### src/rtl/rf_wr_arbiter.sv
// rf_wr_arbiter
//    Arbitrates the single register-file write port between the pipeline
//    WB stage and a 2-entry in-order FIFO of multi-cycle unit writes
//    (divider, CSR, LSU). The pipeline normally has priority. A FIFO head
//    that loses arbitration for STARVE_LIMIT consecutive cycles stalls the
//    pipeline, and the head is then written.
//
// Ports
//    clk           clock
//    rst           asynchronous active-low reset
//    pipe_we_i     pipeline WB write request
//    pipe_waddr_i  pipeline destination register
//    pipe_wdata_i  pipeline write data
//    mc_valid_i    multi-cycle unit write offer
//    mc_waddr_i    multi-cycle destination register
//    mc_wdata_i    multi-cycle write data
//    mc_ready_o    a multi-cycle write can be accepted this cycle
//    pipe_stall_o  pipeline must hold its WB stage this cycle
//    reg_we_o      register-file write enable (registered)
//    reg_waddr_o   register-file write address (registered)
//    reg_wdata_o   register-file write data (registered)
//    fifo_cnt_o    number of pending multi-cycle entries (0-2)
module rf_wr_arbiter #(
   parameter int unsigned STARVE_LIMIT = 4
) (
   input  logic        clk,
   input  logic        rst,
   input  logic        pipe_we_i,
   input  logic [4:0]  pipe_waddr_i,
   input  logic [31:0] pipe_wdata_i,
   input  logic        mc_valid_i,
   input  logic [4:0]  mc_waddr_i,
   input  logic [31:0] mc_wdata_i,
   output logic        mc_ready_o,
   output logic        pipe_stall_o,
   output logic        reg_we_o,
   output logic [4:0]  reg_waddr_o,
   output logic [31:0] reg_wdata_o,
   output logic [1:0]  fifo_cnt_o
);

   typedef enum logic [1:0] {
      GNT_NONE = 2'd0,
      GNT_PIPE = 2'd1,
      GNT_FIFO = 2'd2
   } gnt_e;

   logic [4:0]  addr_q [2];
   logic [31:0] data_q [2];
   logic        rd_ptr_q;
   logic [1:0]  count_q;
   logic [2:0]  age_q;

   logic        fifo_nempty;
   logic        accept;
   logic        enq;
   logic        deq;
   logic        wr_idx;
   logic        pipe_valid;
   gnt_e        gnt;

   assign fifo_nempty  = (count_q != 2'd0);
   // Both outputs depend only on registered state: no pipe_* to mc_ready_o path.
   assign mc_ready_o   = (count_q != 2'd2);
   assign pipe_stall_o = (age_q >= 3'(STARVE_LIMIT)) && fifo_nempty;
   assign fifo_cnt_o   = count_q;

   assign accept = mc_valid_i && mc_ready_o;
   // Writes to x0 are acknowledged but never take a FIFO slot.
   assign enq    = accept && (mc_waddr_i != 5'd0);
   // Free slot sits right after the head; valid even when the head leaves this cycle.
   assign wr_idx = rd_ptr_q ^ count_q[0];

   // A stalled pipeline re-presents its write next cycle, so it is ignored here.
   assign pipe_valid = pipe_we_i && (pipe_waddr_i != 5'd0) && !pipe_stall_o;

   always_comb begin
      gnt = GNT_NONE;
      if (pipe_stall_o)
         gnt = GNT_FIFO;
      else if (pipe_valid)
         gnt = GNT_PIPE;
      else if (fifo_nempty)
         gnt = GNT_FIFO;
   end

   assign deq = (gnt == GNT_FIFO);

   always_ff @(posedge clk) begin
      if (enq) begin
         addr_q[wr_idx] <= mc_waddr_i;
         data_q[wr_idx] <= mc_wdata_i;
      end
   end

   always_ff @(posedge clk or negedge rst) begin
      if (!rst) begin
         rd_ptr_q    <= 1'b0;
         count_q     <= '0;
         age_q       <= '0;
         reg_we_o    <= 1'b0;
         reg_waddr_o <= '0;
         reg_wdata_o <= '0;
      end else begin
         if (deq)
            rd_ptr_q <= ~rd_ptr_q;
         case ({enq, deq})
            2'b10:   count_q <= count_q + 2'd1;
            2'b01:   count_q <= count_q - 2'd1;
            default: count_q <= count_q;
         endcase

         if (!fifo_nempty || deq)
            age_q <= '0;
         else if (age_q != 3'd7)
            age_q <= age_q + 3'd1;

         case (gnt)
            GNT_PIPE: begin
               reg_we_o    <= 1'b1;
               reg_waddr_o <= pipe_waddr_i;
               reg_wdata_o <= pipe_wdata_i;
            end
            GNT_FIFO: begin
               reg_we_o    <= 1'b1;
               reg_waddr_o <= addr_q[rd_ptr_q];
               reg_wdata_o <= data_q[rd_ptr_q];
            end
            default: begin
               reg_we_o    <= 1'b0;
               reg_waddr_o <= '0;
               reg_wdata_o <= '0;
            end
         endcase
      end
   end

endmodule

### config.mk
export PLATFORM = sky130hd
export DESIGN_NAME = rf_wr_arbiter
export DESIGN_NICKNAME = d
export VERILOG_FILES = /design/src/rtl/rf_wr_arbiter.sv
export SDC_FILE = /design/constraint.sdc
export NUM_CORES = 1
export LEC_CHECK = 0
export CORE_ASPECT_RATIO = 1.1
export CORE_MARGIN = 5
export CORE_UTILIZATION = 30
export CTS_BUF_LIST = sky130_fd_sc_hd__clkbuf_2
export DETAILED_ROUTE_END_ITERATION = 10
export DONT_BUFFER_PORTS = 1
export PLACE_DENSITY_LB_ADDON = 0.05
export SKIP_LAST_GASP = 1
export SLEW_MARGIN = 20
export SYNTH_ARGS = -nofsm -noshare
export SYNTH_HDL_FRONTEND = slang
export SYNTH_SLANG_ARGS = --single-unit
### constraint.sdc
create_clock -name clk -period 4 [get_ports clk]
set_input_delay 0.8 -clock clk [delete_from_list [all_inputs] [get_ports clk]]
set_output_delay 0.8 -clock clk [all_outputs]
set_load 0.005 [all_outputs]
==> reports/results.ini, run 1 <==
[status]
outcome = complete, no violations

[cells_and_area]
nets = 375
seq_area_um2 = 3320
fill_cells = 1474
syn_to_final_growth_pct = 9.44
final_layout_size_suffix_gt1_frac = 0.208
finalNonFillerCells = 501
multi_input_area_um2 = 1130
fin_area_um2 = 4980

[yosys]
synth.area.top_cells = edfxtp_1 (49%), dfrtp_1 (24%), mux2_2 (6.7%), a22oi_1 (6.1%), nor2_1 (3.5%)
synth_cells = 285
yosys_register_bits = 118
synth_area_um2 = 4550
syn_nets = 369
ys.warnings.count = 0
synth_top_cell_by_area = edfxtp_1
yosysSeqAreaShare = 0.731
synth_top_area_frac = 0.489
avgSynthCellArea_um2 = 16.0
synth.distinct_cells = 26

[setup_path]
crit_path_end_kind = output pin
crit_path_max_fanout = 10
critPathKind = reg -> out
arrival_ns = 1.75
critical-path-top-delay-family = flip-flops
crit_chain = nor2_1, nor2b_1
required_ns = 3.20
cp_num_buf_inv = 0
startpoint_type = flop
critPathSlowestCell = dfrtp_1
max_stage_delay_ns = 0.60

[sta]
setup_slack_ns = 1.45
rsz0062_at_grt = no
whs_ns = 0.220
slew_violations = 0
layout_min_cycle_time_ns = 2.55
tightest_slew_ns = 0.926
fmax_mhz = 392
post-route-period-util = 0.638
fin_setup_tns_ns = 0
slew_headroom = 0.383
finClkSkew_ns = 0.0257
finalHoldViolCount = 0
finalSetupViolCount = 0

[grt]
grt_max_degree = 45
grt_pass1_vias = 2553
grt_usage = 0.129
grt_pass1_wl_mm = 16.4
antenna_found_initial = 1
overflow = 0

[worst_hold_path]
hold_path_class = in -> reg

[floorplanning]
fp.dieH_um = 139
rows = 47
boundaryPins = 120
fp.coreArea_um2 = 15000
initial_core_util = 0.303
die_width_um = 127
dieArea_um2 = 17700

[flow_run]
drv_cap = 0

[clocking]
clock_latency_ns = 0.66
clk_pin_slew_ns = 0.17
cts_resized = 0
clock_sinks = 118
cts_tree = done
numCtsBuffers = 17
cts_max_path_buffers = 2
clockRootBuffer = clkbuf_2
htreeDepth = 4
post_cts_buffers = 0

[placed_design]
place_congestion = 0.709
detailedPlace.worstSlack_ns = 1.04
placed_area_um2 = 4740
port_buffers = 0
dp_hpwl_mm = 6.63
dp_cells = 466

[pwr]
p_per_area_nw_per_um2 = 720
peakVddDrop_uv = 211
p_leak_nw = 1.85

[drt]
drt_iter0_drc = 89
wl_per_cell_um = 21.5
drc = 0
drt_pass1_iterations = 4
ant_nets = 0
wirelength_mm = 10.8
vias_per_cell = 4.67
vias = 2340

-- flip-flops by register name, summed over array words and instances, names as in the netlist --
| register | flops |
|---|---|
| rd_ptr_q | 1 |
| reg_waddr_o | 5 |
| addr_q | 10 |
| reg_wdata_o | 32 |
| age_q | 3 |
| reg_we_o | 1 |
| data_q | 64 |
| fifo_cnt_o | 2 |
-- worst register-to-register path, cell delays in order (launching register included) --
cell and delay, ns:
dfrtp_1 0.60, nor2_1 0.19, nor2b_1 0.32, or2_1 0.16
ha_2 0.49, buf_4 0.42, a22oi_1 0.12, nor2_1 0.13
-- stage by stage --
| stage | utilization | total power [mW] |
|---|---|---|
| 2_1_floorplan | - | 2.65 |
| 5_1_grt | 0.332 | 3.85 |
| 6_report | 0.332 | 3.58 |
| 3_5_place_dp | 0.316 | 2.96 |
| 4_1_cts | 0.331 | 3.69 |
| 3_3_place_gp | 0.316 | 2.94 |
-- per-layer routing --
layer | up-vias | part of all wire | GRT usage
met4 | 0 | 0.012 | 0.0457
li1 | 1072 | - | -
met5 | - | 0 | 0
met3 | 11 | 0.090 | 0.0705
met1 | 1178 | 0.38 | 0.140
met2 | 79 | 0.52 | 0.213
-- Yosys cell counts --
master and instances:
clkbuf_1 8, a21oi_1 1, mux2i_1 3, or4_4 1
buf_1 3, buf_6 4, inv_1 3, or4_1 1
nor2b_1 1, xor2_1 3, mux2_1 10, buf_2 4
a22oi_1 37, mux2_2 27, edfxtp_1 74, o21ai_4 1
o22a_1 1, nor2_1 42, ha_1 6, nand2b_1 2
o22ai_1 1, nor3_1 4, xnor2_1 2, dfrtp_1 44
or2_1 1, o21ai_1 1
-- power by group --
group / leakage (nW) / internal [mW] / switching [mW]
Sequential: 1.27 / 1.69 / 0.166
Combinational: 0.449 / 0.389 / 0.643
Clock: 0.131 / 0.282 / 0.411
-- what timing repair did --
item / 4_1_cts / 5_1_grt
setup endpoints to repair: 0 / 0
hold endpoints to repair: 44 / 0
hold buffers: 2 / 0
-- layout by cell type (no fill, tap or decap), types with 4 or more instances in the layout --
| master | count |
|---|---|
| a22oi_1 | 37 |
| mux2_2 | 27 |
| clkinv_1 | 7 |
| edfxtp_1 | 74 |
| nor3_1 | 4 |
| dfrtp_1 | 43 |
| mux2_1 | 10 |
| nor2_1 | 40 |
| clkbuf_2 | 22 |
| ha_1 | 4 |
| buf_4 | 4 |
-- path summary, 6_finish.rpt --
kind,start,end,slack (ns),cells past startpoint
worst min register to register,data_q[0][8]$_DFFE_PP_,reg_wdata_o[8]$_DFF_PN0_,0.60,3
max in group asynchronous,rst,rd_ptr_q$_DFFE_PN0N_,3.08,2
min in group asynchronous,rst,reg_wdata_o[4]$_DFF_PN0_,0.68,2
worst max register to register,fifo_cnt_o[0]$_DFFE_PN0P_,reg_waddr_o[1]$_DFF_PN0_,1.50,7
worst min-delay path,mc_wdata_i[24],data_q[0][24]$_DFFE_PP_,0.22,0
worst max-delay path,fifo_cnt_o[0]$_DFFE_PN0P_,pipe_stall_o,1.45,2
-- area by class of cell --
cell class | count | area share
Clock buffer | 22 | 0.0221
Sequential cell | 118 | 0.668
Timing Repair Buffer | 6 | 0.0136
Inverter | 3 | 0.00226
Multi-Input combinational cell | 145 | 0.226
Tap cell | 196 | 0.0493
Antenna cell | 2 | 0.00101
Clock inverter | 9 | 0.0173
-- cell families after synthesis --
family / after synthesis / synth area share
compound gates: 42 / 0.0702
xor+xnor: 5 / 0.00963
fa+ha+maj: 6 / 0.0165
buf+inv: 22 / 0.0259
flops: 118 / 0.731
mux: 40 / 0.0982
simple gates: 52 / 0.0487
Power figures use the tool's default switching activity.
==> run 2, diff against run 1 <==
Clock period 4 ns to 2.5 ns, I/O delays scaled along.
==> reports/results.ini, run 2 (synthesis gave the netlist of run 1 again) <==
[drt]
vias_per_cell = 4.56  ; -2.3%
ant_nets = 0  ; unchanged
vias = 2673  ; +14%
wl_per_cell_um = 18.7  ; -13%
drt_iter0_drc = 100  ; +12%
drc = 0  ; unchanged
wirelength_mm = 10.9  ; +1.3%
drt_pass1_iterations = 4  ; unchanged

[floorplanning]
boundaryPins = 120  ; unchanged
rows = 47  ; unchanged
dieArea_um2 = 17700  ; unchanged
fp.coreArea_um2 = 15000  ; unchanged
fp.dieH_um = 139  ; unchanged
initial_core_util = 0.303  ; unchanged
die_width_um = 127  ; unchanged

[cells_and_area]
top_regs = data_q x64, reg_wdata_o x32, addr_q x10
nets = 459  ; +22%
layout_common_cells = dlygate4sd3_1 (75), edfxtp_1 (74), dfrtp_1 (43), nor2_1 (40), a22oi_1 (37)
regMostFlops = data_q
syn_to_final_growth_pct = 27.3
finalNonFillerCells = 586  ; +17%
layout_commonest_cell = dlygate4sd3_1
final_layout_size_suffix_gt1_frac = 0.196  ; -0.0120
largest_reg_flops = 64  ; unchanged
fill_cells = 1454  ; -1.4%

[setup_path]
crit_chain = nor2_1, mux2i_1, nor2_4, buf_4
crit_path_end_kind = flop
arrival_ns = 2.48  ; +0.73 ns
required_ns = 2.87  ; -0.33 ns
startpoint_type = flop
critPathSlowestCell = nor2_4
r2r_slack_ns = 0.39  ; -1.11 ns
critPathKind = reg -> reg
max_stage_delay_ns = 0.78  ; +0.18 ns
crit_path_max_fanout = 31  ; +21

[sta]
tightest_slew_ns = 1.01  ; +0.0884 ns
slew_headroom = 0.322  ; -0.0605
finClkSkew_ns = 0.0241  ; -0.00158 ns
layout_min_cycle_time_ns = 2.11
finalSetupViolCount = 0  ; unchanged
post-route-period-util = 0.844
setup_slack_ns = 0.389  ; -1.06 ns
rsz0062_at_grt = no
fmax_mhz = 474
fin_setup_tns_ns = 0  ; unchanged
finalHoldViolCount = 0  ; unchanged
slew_violations = 0  ; unchanged

[placed_design]
dp_hpwl_mm = 6.85  ; +3.3%
place_congestion = 0.662  ; -6.6%
detailedPlace.worstSlack_ns = 0.175  ; -0.869 ns
port_buffers = 0  ; unchanged
dp_cells = 476  ; +2.1%

[pwr]
p_per_area_nw_per_um2 = 1020  ; +41%
peakVddDrop_uv = 333  ; +58%
p_leak_nw = 2.21  ; +20%

[clocking]
htreeDepth = 4  ; unchanged
cts_tree = done
ctsHoldBuffers = 75  ; +73
clk_pin_slew_ns = 0.18  ; about the same
clockRootBuffer = clkbuf_2
cts_resized = 0  ; unchanged
clock_sinks = 118  ; unchanged
numCtsBuffers = 17  ; unchanged
clock_latency_ns = 0.66  ; about the same
cts_max_path_buffers = 2  ; unchanged
post_cts_buffers = 0  ; unchanged

[grt]
grt_usage = 0.130  ; +0.000863
grt_max_degree = 45  ; unchanged
overflow = 0  ; unchanged
grt_pass1_vias = 2969  ; +16%
antenna_found_initial = 1  ; unchanged
grt_pass1_wl_mm = 16.8  ; +2.7%

[status]
outcome = complete, no violations

[worst_hold_path]
hold_path_class = in -> async

[flow_run]
drv_cap = 0  ; unchanged

[run 2: critical path: cells and delay by family, from the launching register on]
kind	cells	cell delay, ns
flops	1	0.44
mux	1	0.13
buf+inv	1	0.32
simple gates	2	0.93
[run 2: per-stage QoR]
| stage | utilization | hold WS [ns] | area [µm²] | power [mW] |
|---|---|---|---|---|
| floorplan | - | 0.204 | 4550 | 4.24 |
| global placement | 0.322 | 0.206 | 4820 | 4.84 |
| detailed placement | 0.322 | 0.206 | 4820 | 4.87 |
| CTS | 0.385 | 0.000678 | 5770 | 6.06 |
| global route | 0.386 | 0.238 | 5790 | 6.35 |
| finish | 0.386 | 0.335 | 5790 | 5.88 |
[run 2: cell type report]
type | instances | area, µm² | share of cell area
clock inverter | 8 | 58.8 | 0.0102
sequential | 118 | 3320 | 0.574
antenna | 2 | 5.00 | 0.000865
timing repair buffer | 90 | 896 | 0.155
inverter | 3 | 11.3 | 0.00195
clock buffer | 24 | 120 | 0.0208
tap | 196 | 245 | 0.0424
multi-input combinational | 145 | 1130 | 0.195
[run 2: path summary, 6_finish.rpt]
kind	startpoint	end	depth (start not counted)
worst max-delay path	fifo_cnt_o[0]$_DFFE_PN0P_	data_q[1][15]$_DFFE_PP_	4
worst min-delay path	rst	reg_wdata_o[11]$_DFF_PN0_	2
worst max register to register	fifo_cnt_o[0]$_DFFE_PN0P_	data_q[1][15]$_DFFE_PP_	4
worst min register to register	data_q[1][11]$_DFFE_PP_	reg_wdata_o[11]$_DFF_PN0_	3
max in group asynchronous	rst	rd_ptr_q$_DFFE_PN0N_	2
min in group clk	pipe_we_i	reg_waddr_o[0]$_DFF_PN0_	4
[run 2: report_power, final]
group	internal, mW	switching [mW]
clock network	0.368	0.652
logic	0.802	1.14
registers	2.71	0.219
total	3.88	2.01
[run 2: routing by layer]
metal | wire length (µm) | vias up | global-route usage
li1 | - | 1238 | -
met1 | 4540 | 1349 | 0.153
met2 | 5550 | 71 | 0.213
met3 | 636 | 15 | 0.0482
met4 | 200 | 0 | 0.0559
met5 | 0 | - | 0
